===== config.mk =====
export PLATFORM = sky130hd
export DESIGN_NAME = rab_lookup_arbiter
export DESIGN_NICKNAME = d
export VERILOG_FILES = /design/src/rtl/rab_pkg.sv /design/src/rtl/rab_lookup_arbiter_rr_arb2.sv /design/src/rtl/rab_lookup_arbiter.sv
export SDC_FILE = /design/constraint.sdc
export NUM_CORES = 1
export LEC_CHECK = 0
export ABC_AREA = 1
export CAP_MARGIN = 20
export CELL_PAD_IN_SITES_DETAIL_PLACEMENT = 1
export CELL_PAD_IN_SITES_GLOBAL_PLACEMENT = 1
export CORE_MARGIN = 10
export CORE_UTILIZATION = 26
export DETAILED_ROUTE_END_ITERATION = 7
export PLACE_DENSITY = 0.8
export RECOVER_POWER = 100
export SYNTH_ARGS = -nofsm -noshare
export SYNTH_HDL_FRONTEND = slang
export SYNTH_HIERARCHICAL = 1
export SYNTH_SLANG_ARGS = --single-unit
export TNS_END_PERCENT = 20

===== constraint.sdc =====
create_clock -name s_axi_aclk -period 1.9 [get_ports s_axi_aclk]
set_clock_uncertainty 0.2 [all_clocks]
set_input_delay 0.38 -clock s_axi_aclk [delete_from_list [all_inputs] [get_ports s_axi_aclk]]
set_output_delay 0.38 -clock s_axi_aclk [all_outputs]
set_load 0.05 [all_outputs]

===== src/rtl/rab_pkg.sv =====
// Shared types and constants for the RAB lookup arbiter.
package rab_pkg;

    localparam int unsigned RAB_ADDR_WIDTH = 32;

    // One-hot winner encoding produced by the round-robin picker.
    localparam logic [1:0] WIN_NONE = 2'b00;
    localparam logic [1:0] WIN_P1   = 2'b01;
    localparam logic [1:0] WIN_P2   = 2'b10;

    typedef enum logic [1:0] {
        IDLE      = 2'd0,
        ISSUE     = 2'd1,
        WAIT_SENT = 2'd2
    } arb_state_t;

endpackage


===== src/rtl/rab_lookup_arbiter_rr_arb2.sv =====
// Two-way round-robin picker: a lone request always wins, a tie goes to the
// port that was not served last.
module rab_rr_arb2
    import rab_pkg::*;
(
    input  logic       i_req1,
    input  logic       i_req2,
    input  logic       i_last_p1,   // 1 = port 1 served last, 0 = port 2
    output logic [1:0] o_win
);

    // Pick the winner from the current requests and the round-robin pointer.
    always_comb begin
        o_win = WIN_NONE;
        if (i_req1 && i_req2) begin
            o_win = i_last_p1 ? WIN_P2 : WIN_P1;
        end else if (i_req1) begin
            o_win = WIN_P1;
        end else if (i_req2) begin
            o_win = WIN_P2;
        end
    end

endmodule


===== src/rtl/rab_lookup_arbiter.sv =====
// Arbitrates the read (port 1) and write (port 2) channels for a single
// shared address-translation lookup engine.
// Optional feature: define RAB_ARB_TIMEOUT_EN to abort a lookup that has not
// reported completion within TIMEOUT_CYCLES cycles (adds timeout_irq).
module rab_lookup_arbiter
    import rab_pkg::*;
#(
    parameter int unsigned ADDR_WIDTH     = RAB_ADDR_WIDTH,
    parameter int unsigned TIMEOUT_CYCLES = 255
) (
    input  logic                  s_axi_aclk,
    input  logic                  s_axi_areset,
    input  logic                  port1_req,
    input  logic [ADDR_WIDTH-1:0] port1_addr,
    input  logic                  port2_req,
    input  logic [ADDR_WIDTH-1:0] port2_addr,
    output logic                  lookup_p1_valid,
    output logic                  lookup_p2_valid,
    output logic                  lookup_select,
    output logic [ADDR_WIDTH-1:0] lookup_addr,
    input  logic                  lookup_p1_sent,
    input  logic                  lookup_p2_sent,
    output logic                  port1_grant,
    output logic                  port2_grant,
    output logic                  busy
`ifdef RAB_ARB_TIMEOUT_EN
   ,output logic                  timeout_irq
`endif
);

    arb_state_t            r_state;
    arb_state_t            w_state_next;
    logic [1:0]            w_win;
    logic                  w_issue;
    logic                  w_done;
    logic                  w_abort;
    logic                  w_own_sent;
    logic                  w_tmo_hit;
    logic                  r_last_p1;
    logic                  r_select;
    logic [ADDR_WIDTH-1:0] r_addr;
    logic                  r_p1_valid;
    logic                  r_p2_valid;
    logic                  r_p1_grant;
    logic                  r_p2_grant;

    rab_rr_arb2 u_rr_arb2 (
        .i_req1    (port1_req),
        .i_req2    (port2_req),
        .i_last_p1 (r_last_p1),
        .o_win     (w_win)
    );

`ifdef RAB_ARB_TIMEOUT_EN
    // Counter only needs to reach TIMEOUT_CYCLES-1: the abort is decided in
    // the last allowed WAIT_SENT cycle.
    localparam int unsigned CNT_W = (TIMEOUT_CYCLES > 1) ? $clog2(TIMEOUT_CYCLES) : 1;

    logic [CNT_W-1:0] r_tmo_cnt;
    logic             r_tmo_irq;

    assign w_tmo_hit = (r_tmo_cnt == CNT_W'(TIMEOUT_CYCLES - 1));

    // Count WAIT_SENT cycles; held at zero elsewhere so it is clear on entry.
    always_ff @(posedge s_axi_aclk or posedge s_axi_areset) begin
        if (s_axi_areset) begin
            r_tmo_cnt <= '0;
        end else if (r_state == WAIT_SENT) begin
            r_tmo_cnt <= r_tmo_cnt + CNT_W'(1);
        end else begin
            r_tmo_cnt <= '0;
        end
    end

    // One-cycle abort pulse.
    always_ff @(posedge s_axi_aclk or posedge s_axi_areset) begin
        if (s_axi_areset) begin
            r_tmo_irq <= 1'b0;
        end else begin
            r_tmo_irq <= w_abort;
        end
    end

    assign timeout_irq = r_tmo_irq;
`else
    logic w_unused_tmo_cfg;

    assign w_tmo_hit        = 1'b0;
    assign w_unused_tmo_cfg = (TIMEOUT_CYCLES != 0);
`endif

    // Next-state decode plus the issue/complete/abort events it implies.
    always_comb begin
        w_state_next = r_state;
        w_issue      = 1'b0;
        w_done       = 1'b0;
        w_abort      = 1'b0;
        w_own_sent   = r_select ? lookup_p1_sent : lookup_p2_sent;
        case (r_state)
            IDLE: begin
                if (w_win != WIN_NONE) begin
                    w_state_next = ISSUE;
                    w_issue      = 1'b1;
                end
            end
            ISSUE: begin
                w_state_next = WAIT_SENT;
            end
            WAIT_SENT: begin
                // Completion wins over a coincident timeout.
                if (w_own_sent) begin
                    w_state_next = IDLE;
                    w_done       = 1'b1;
                end else if (w_tmo_hit) begin
                    w_state_next = IDLE;
                    w_abort      = 1'b1;
                end
            end
            default: begin
                w_state_next = IDLE;
            end
        endcase
    end

    // State register.
    always_ff @(posedge s_axi_aclk or posedge s_axi_areset) begin
        if (s_axi_areset) begin
            r_state <= IDLE;
        end else begin
            r_state <= w_state_next;
        end
    end

    // Latch owner and its address on IDLE exit; held until the next IDLE exit.
    always_ff @(posedge s_axi_aclk or posedge s_axi_areset) begin
        if (s_axi_areset) begin
            r_select <= 1'b0;
            r_addr   <= '0;
        end else if (w_issue) begin
            r_select <= (w_win == WIN_P1);
            r_addr   <= (w_win == WIN_P1) ? port1_addr : port2_addr;
        end
    end

    // Issue strobes and completion grants, each a single-cycle pulse.
    always_ff @(posedge s_axi_aclk or posedge s_axi_areset) begin
        if (s_axi_areset) begin
            r_p1_valid <= 1'b0;
            r_p2_valid <= 1'b0;
            r_p1_grant <= 1'b0;
            r_p2_grant <= 1'b0;
        end else begin
            r_p1_valid <= w_issue && (w_win == WIN_P1);
            r_p2_valid <= w_issue && (w_win == WIN_P2);
            r_p1_grant <= w_done && r_select;
            r_p2_grant <= w_done && !r_select;
        end
    end

    // Round-robin pointer; reset favours port 1 on the first tie.
    always_ff @(posedge s_axi_aclk or posedge s_axi_areset) begin
        if (s_axi_areset) begin
            r_last_p1 <= 1'b0;
        end else if (w_done || w_abort) begin
            r_last_p1 <= r_select;
        end
    end

    assign lookup_p1_valid = r_p1_valid;
    assign lookup_p2_valid = r_p2_valid;
    assign lookup_select   = r_select;
    assign lookup_addr     = r_addr;
    assign port1_grant     = r_p1_grant;
    assign port2_grant     = r_p2_grant;
    assign busy            = (r_state != IDLE);

endmodule


==> implementation parameters <==
Parameter                              Value

Floorplanning
  Core Box Area    roughly 7600 um2
  Effective utilization at floorplan    26.4%
  Number of ports placed on the die boundary    108
  Count of standard-cell rows    32
  Die span in x    ~110 um
  Chip Height    about 110 um
  Die Outline Area    about 12000 um2

Drt
  1st-pass router iterations    4
  Starting DRT DRC Count    56
  Post-Route WL    approximately 7.5 mm
  Total vias in the final route    2160
  DRC    0
  Average detailed-routed wire length per instance    approximately 15 um
  Post-route ant nets    0
  DR vias/cell    ~4.4

Synth
  Portion of the post-synthesis area used by sequential elements    between 40 and 50%
  Register bit total from synthesis    40
  Post-Synthesis Net Count    approximately 350
  Mean Syn Cell Area    approximately 7.2 um2
  Number of instances in the synthesized netlist    279
  Count of cell types in the netlist    16
  Count of yosys warnings during synthesis    6
  Cell area after synthesis    between 2000 and 2500 um2

Setup path
  Cells along the critical path    inv_1 > nand2_1 > clkbuf_4
  Kind of launch point of the worst setup path    register
  Origin of the critical flop-to-flop path    r_last_p1
  Slowest stage delay, CP    ~0.4 ns
  WP depth    3
  Worst setup path category    register to output port
  Start point of the critical path    r_state[1]
  Worst-path maximum fanout    4
  R2R cell count    6
  Family with the most delay on the worst path    flip-flops
  Slowest stage cell, crit path    dfrtp_1
  Critical path endpoint category    output port
  Buffer and inverter count on the worst path    2
  Data required, critical path    roughly 1.3 ns
  Arrival time worst endpoint    between 1 and 1.5 ns

STA
  Final WS setup    roughly 0.11 ns
  Slew at the pin with the worst max-slew slack    1.01 ns
  Period utilization    a little over nine tenths
  Min Tclk post-route    approximately 1.8 ns
  Pins over their slew limit    0
  Fmax    558 MHz
  Number of endpoints failing setup at the final stage    0
  Unrepaired setup endpoints after global routing    false
  Worst slew margin relative to its limit    between 30% and 40%
  Count of endpoints failing hold in the final timing report    0

Pwr
  Clock network fraction of total power    between 10% and 20%
  Maximum vdd ir drop    ~480 uV
  Internal power    2.37 mW
  Sequential fraction of design power    between 20% and 30%
  Net switching fraction of the power    a little over half
  NetSw    about 2.8 mW
  Total power density per cell area    between 1500 and 2000 nW/um2
  Lkg Pwr    1.68 nW
  Logic pwr share    approximately three fifths

Placed design
  Last weighted congestion value of the routability-driven placer    approximately 0.77
  Total of buffers placed on input and output ports    between 100 and 150
  Placement Cell Area    between 3000 and 4000 um2
  Setup slack at placement    -0.181 ns
  Post-detail-place hpwl    between 5 and 6 mm
  Placed cell count    roughly 490

Global route
  Initial antenna violation count    0
  Residual overflow from global routing    0
  Maximum number of pins on one net before global-route repair    between 40 and 50
  Global-route total usage across every layer    12.8%
  Number of global-route vias before repair    around 2.4k
  Global-route wire length before repair    11.9 mm

Clock tree
  Number of levels the H-tree was split into    2
  Clock insertion delay at the later pin of the skew report    around 0.29 ns
  CTS sink count    40
  # hold bufs at CTS    0
  Buffer type at the clock tree root    clkbuf_8
  Clock tree from TritonCTS    yes
  Cts repair resizes    0
  Number of buffers inserted by post-CTS setup repair    0
  Number of buffers created by CTS    5
  Number of buffers between clock root and the deepest sink    2
  Clk slew on worst S/H paths    ~0.070 ns

Cells and area
  Synth-to-layout area growth    56.3%
  Number of antenna diodes    0
  Most frequent standard cell in the layout excluding fill and tap cells    nand2_1
  Finished layout cell area    about 3100 um2
  Commonest non-fill, non-tap cells in the layout    nand2_1 (168), clkdlybuf4s50_1 (68), dfrtp_1 (40)
  Finished Layout Cells    ~500
  Proportion of layout cells with a drive suffix above 1    between 10% and 20%
  Final-stage net count    between 400 and 500

Hold path
  Worst min-delay path class    register to register
  Launch point of the worst hold path    lookup_addr[20]
  Cell depth of the worst min-delay path    2

Run
  Count of maximum capacitance violations    0

Outcome
  Outcome    finished, final reports clean
final timing paths:
kind / to / slack [ns]
max: busy / 0.11
min: lookup_addr[20] / 0.28
max in group asynchronous: lookup_addr[19] / 0.35
min reg2reg: lookup_addr[20] / 0.28
min in group asynchronous: lookup_addr[13] / 0.53
max reg2reg: lookup_addr[5] / 0.34
cell families after synthesis:
group / Yosys count / share of synthesized area, %
compound gates: 5 / 1.43
buf+inv: 25 / 7.09
flops: 40 / 49.8
simple gates: 209 / 41.7
worst min-delay path: stages, from the launching register on:
cell     delay, ns
dfrtp_1       0.35
nand2_1       0.05
nand2_1       0.05
synthesized netlist by cell type (all sizes together):
master  number  area [um2]
nand2      169         637
dfrtp       40        1000
nand3       33         165
buf         16         109
inv          9        33.8
nor2         5        26.3
o21ai        3        18.8
a21oi        2        10.0
nand4        1        6.26
nor3         1        5.00
cell type report:
type,count,area (um2)
Tap cell,102,128
Clock buffer,7,96.3
Inverter,9,33.8
Fill cell,979,4460
Sequential cell,40,1000
Timing Repair Buffer,121,1010
Multi-Input combinational cell,214,880
metal layers:
metal | global-route usage, % | routed length, um
met5 | 0 | 0
met4 | 2.86 | 61
met3 | 4.22 | 411
met2 | 23.4 | 3900
met1 | 14.1 | 3140
through the flow:
stage	total power, mW	util [%]	hold WS (ns)	setup TNS [ns]
finish	5.14	41.3	0.282	0
global route	5.52	41.3	0.309	0
CTS	5.53	43.1	0.264	0
detailed placement	4.91	41.9	0.269	-5.14
global placement	4.83	41.9	0.265	-3.67
floorplan	3.64	-	0.274	0
state kept, by name, indices dropped and copies added (netlist names):
signal	flops
lookup_addr	32
lookup_p1_valid	1
lookup_p2_valid	1
lookup_select	1
port1_grant	1
port2_grant	1
r_last_p1	1
r_state	2
power groups by stage:
| stage | logic [mW] | registers (mW) | clock network (mW) |
|---|---|---|---|
| 2_1_floorplan | 0.983 | 2.66 | 0 |
| 3_3_place_gp | 3.37 | 1.46 | 0 |
| 3_5_place_dp | 3.43 | 1.48 | 0 |
| 4_1_cts | 3.44 | 1.47 | 0.629 |
| 5_1_grt | 3.34 | 1.50 | 0.676 |
| 6_report | 3.07 | 1.45 | 0.608 |
Power figures use the tool's default switching activity.
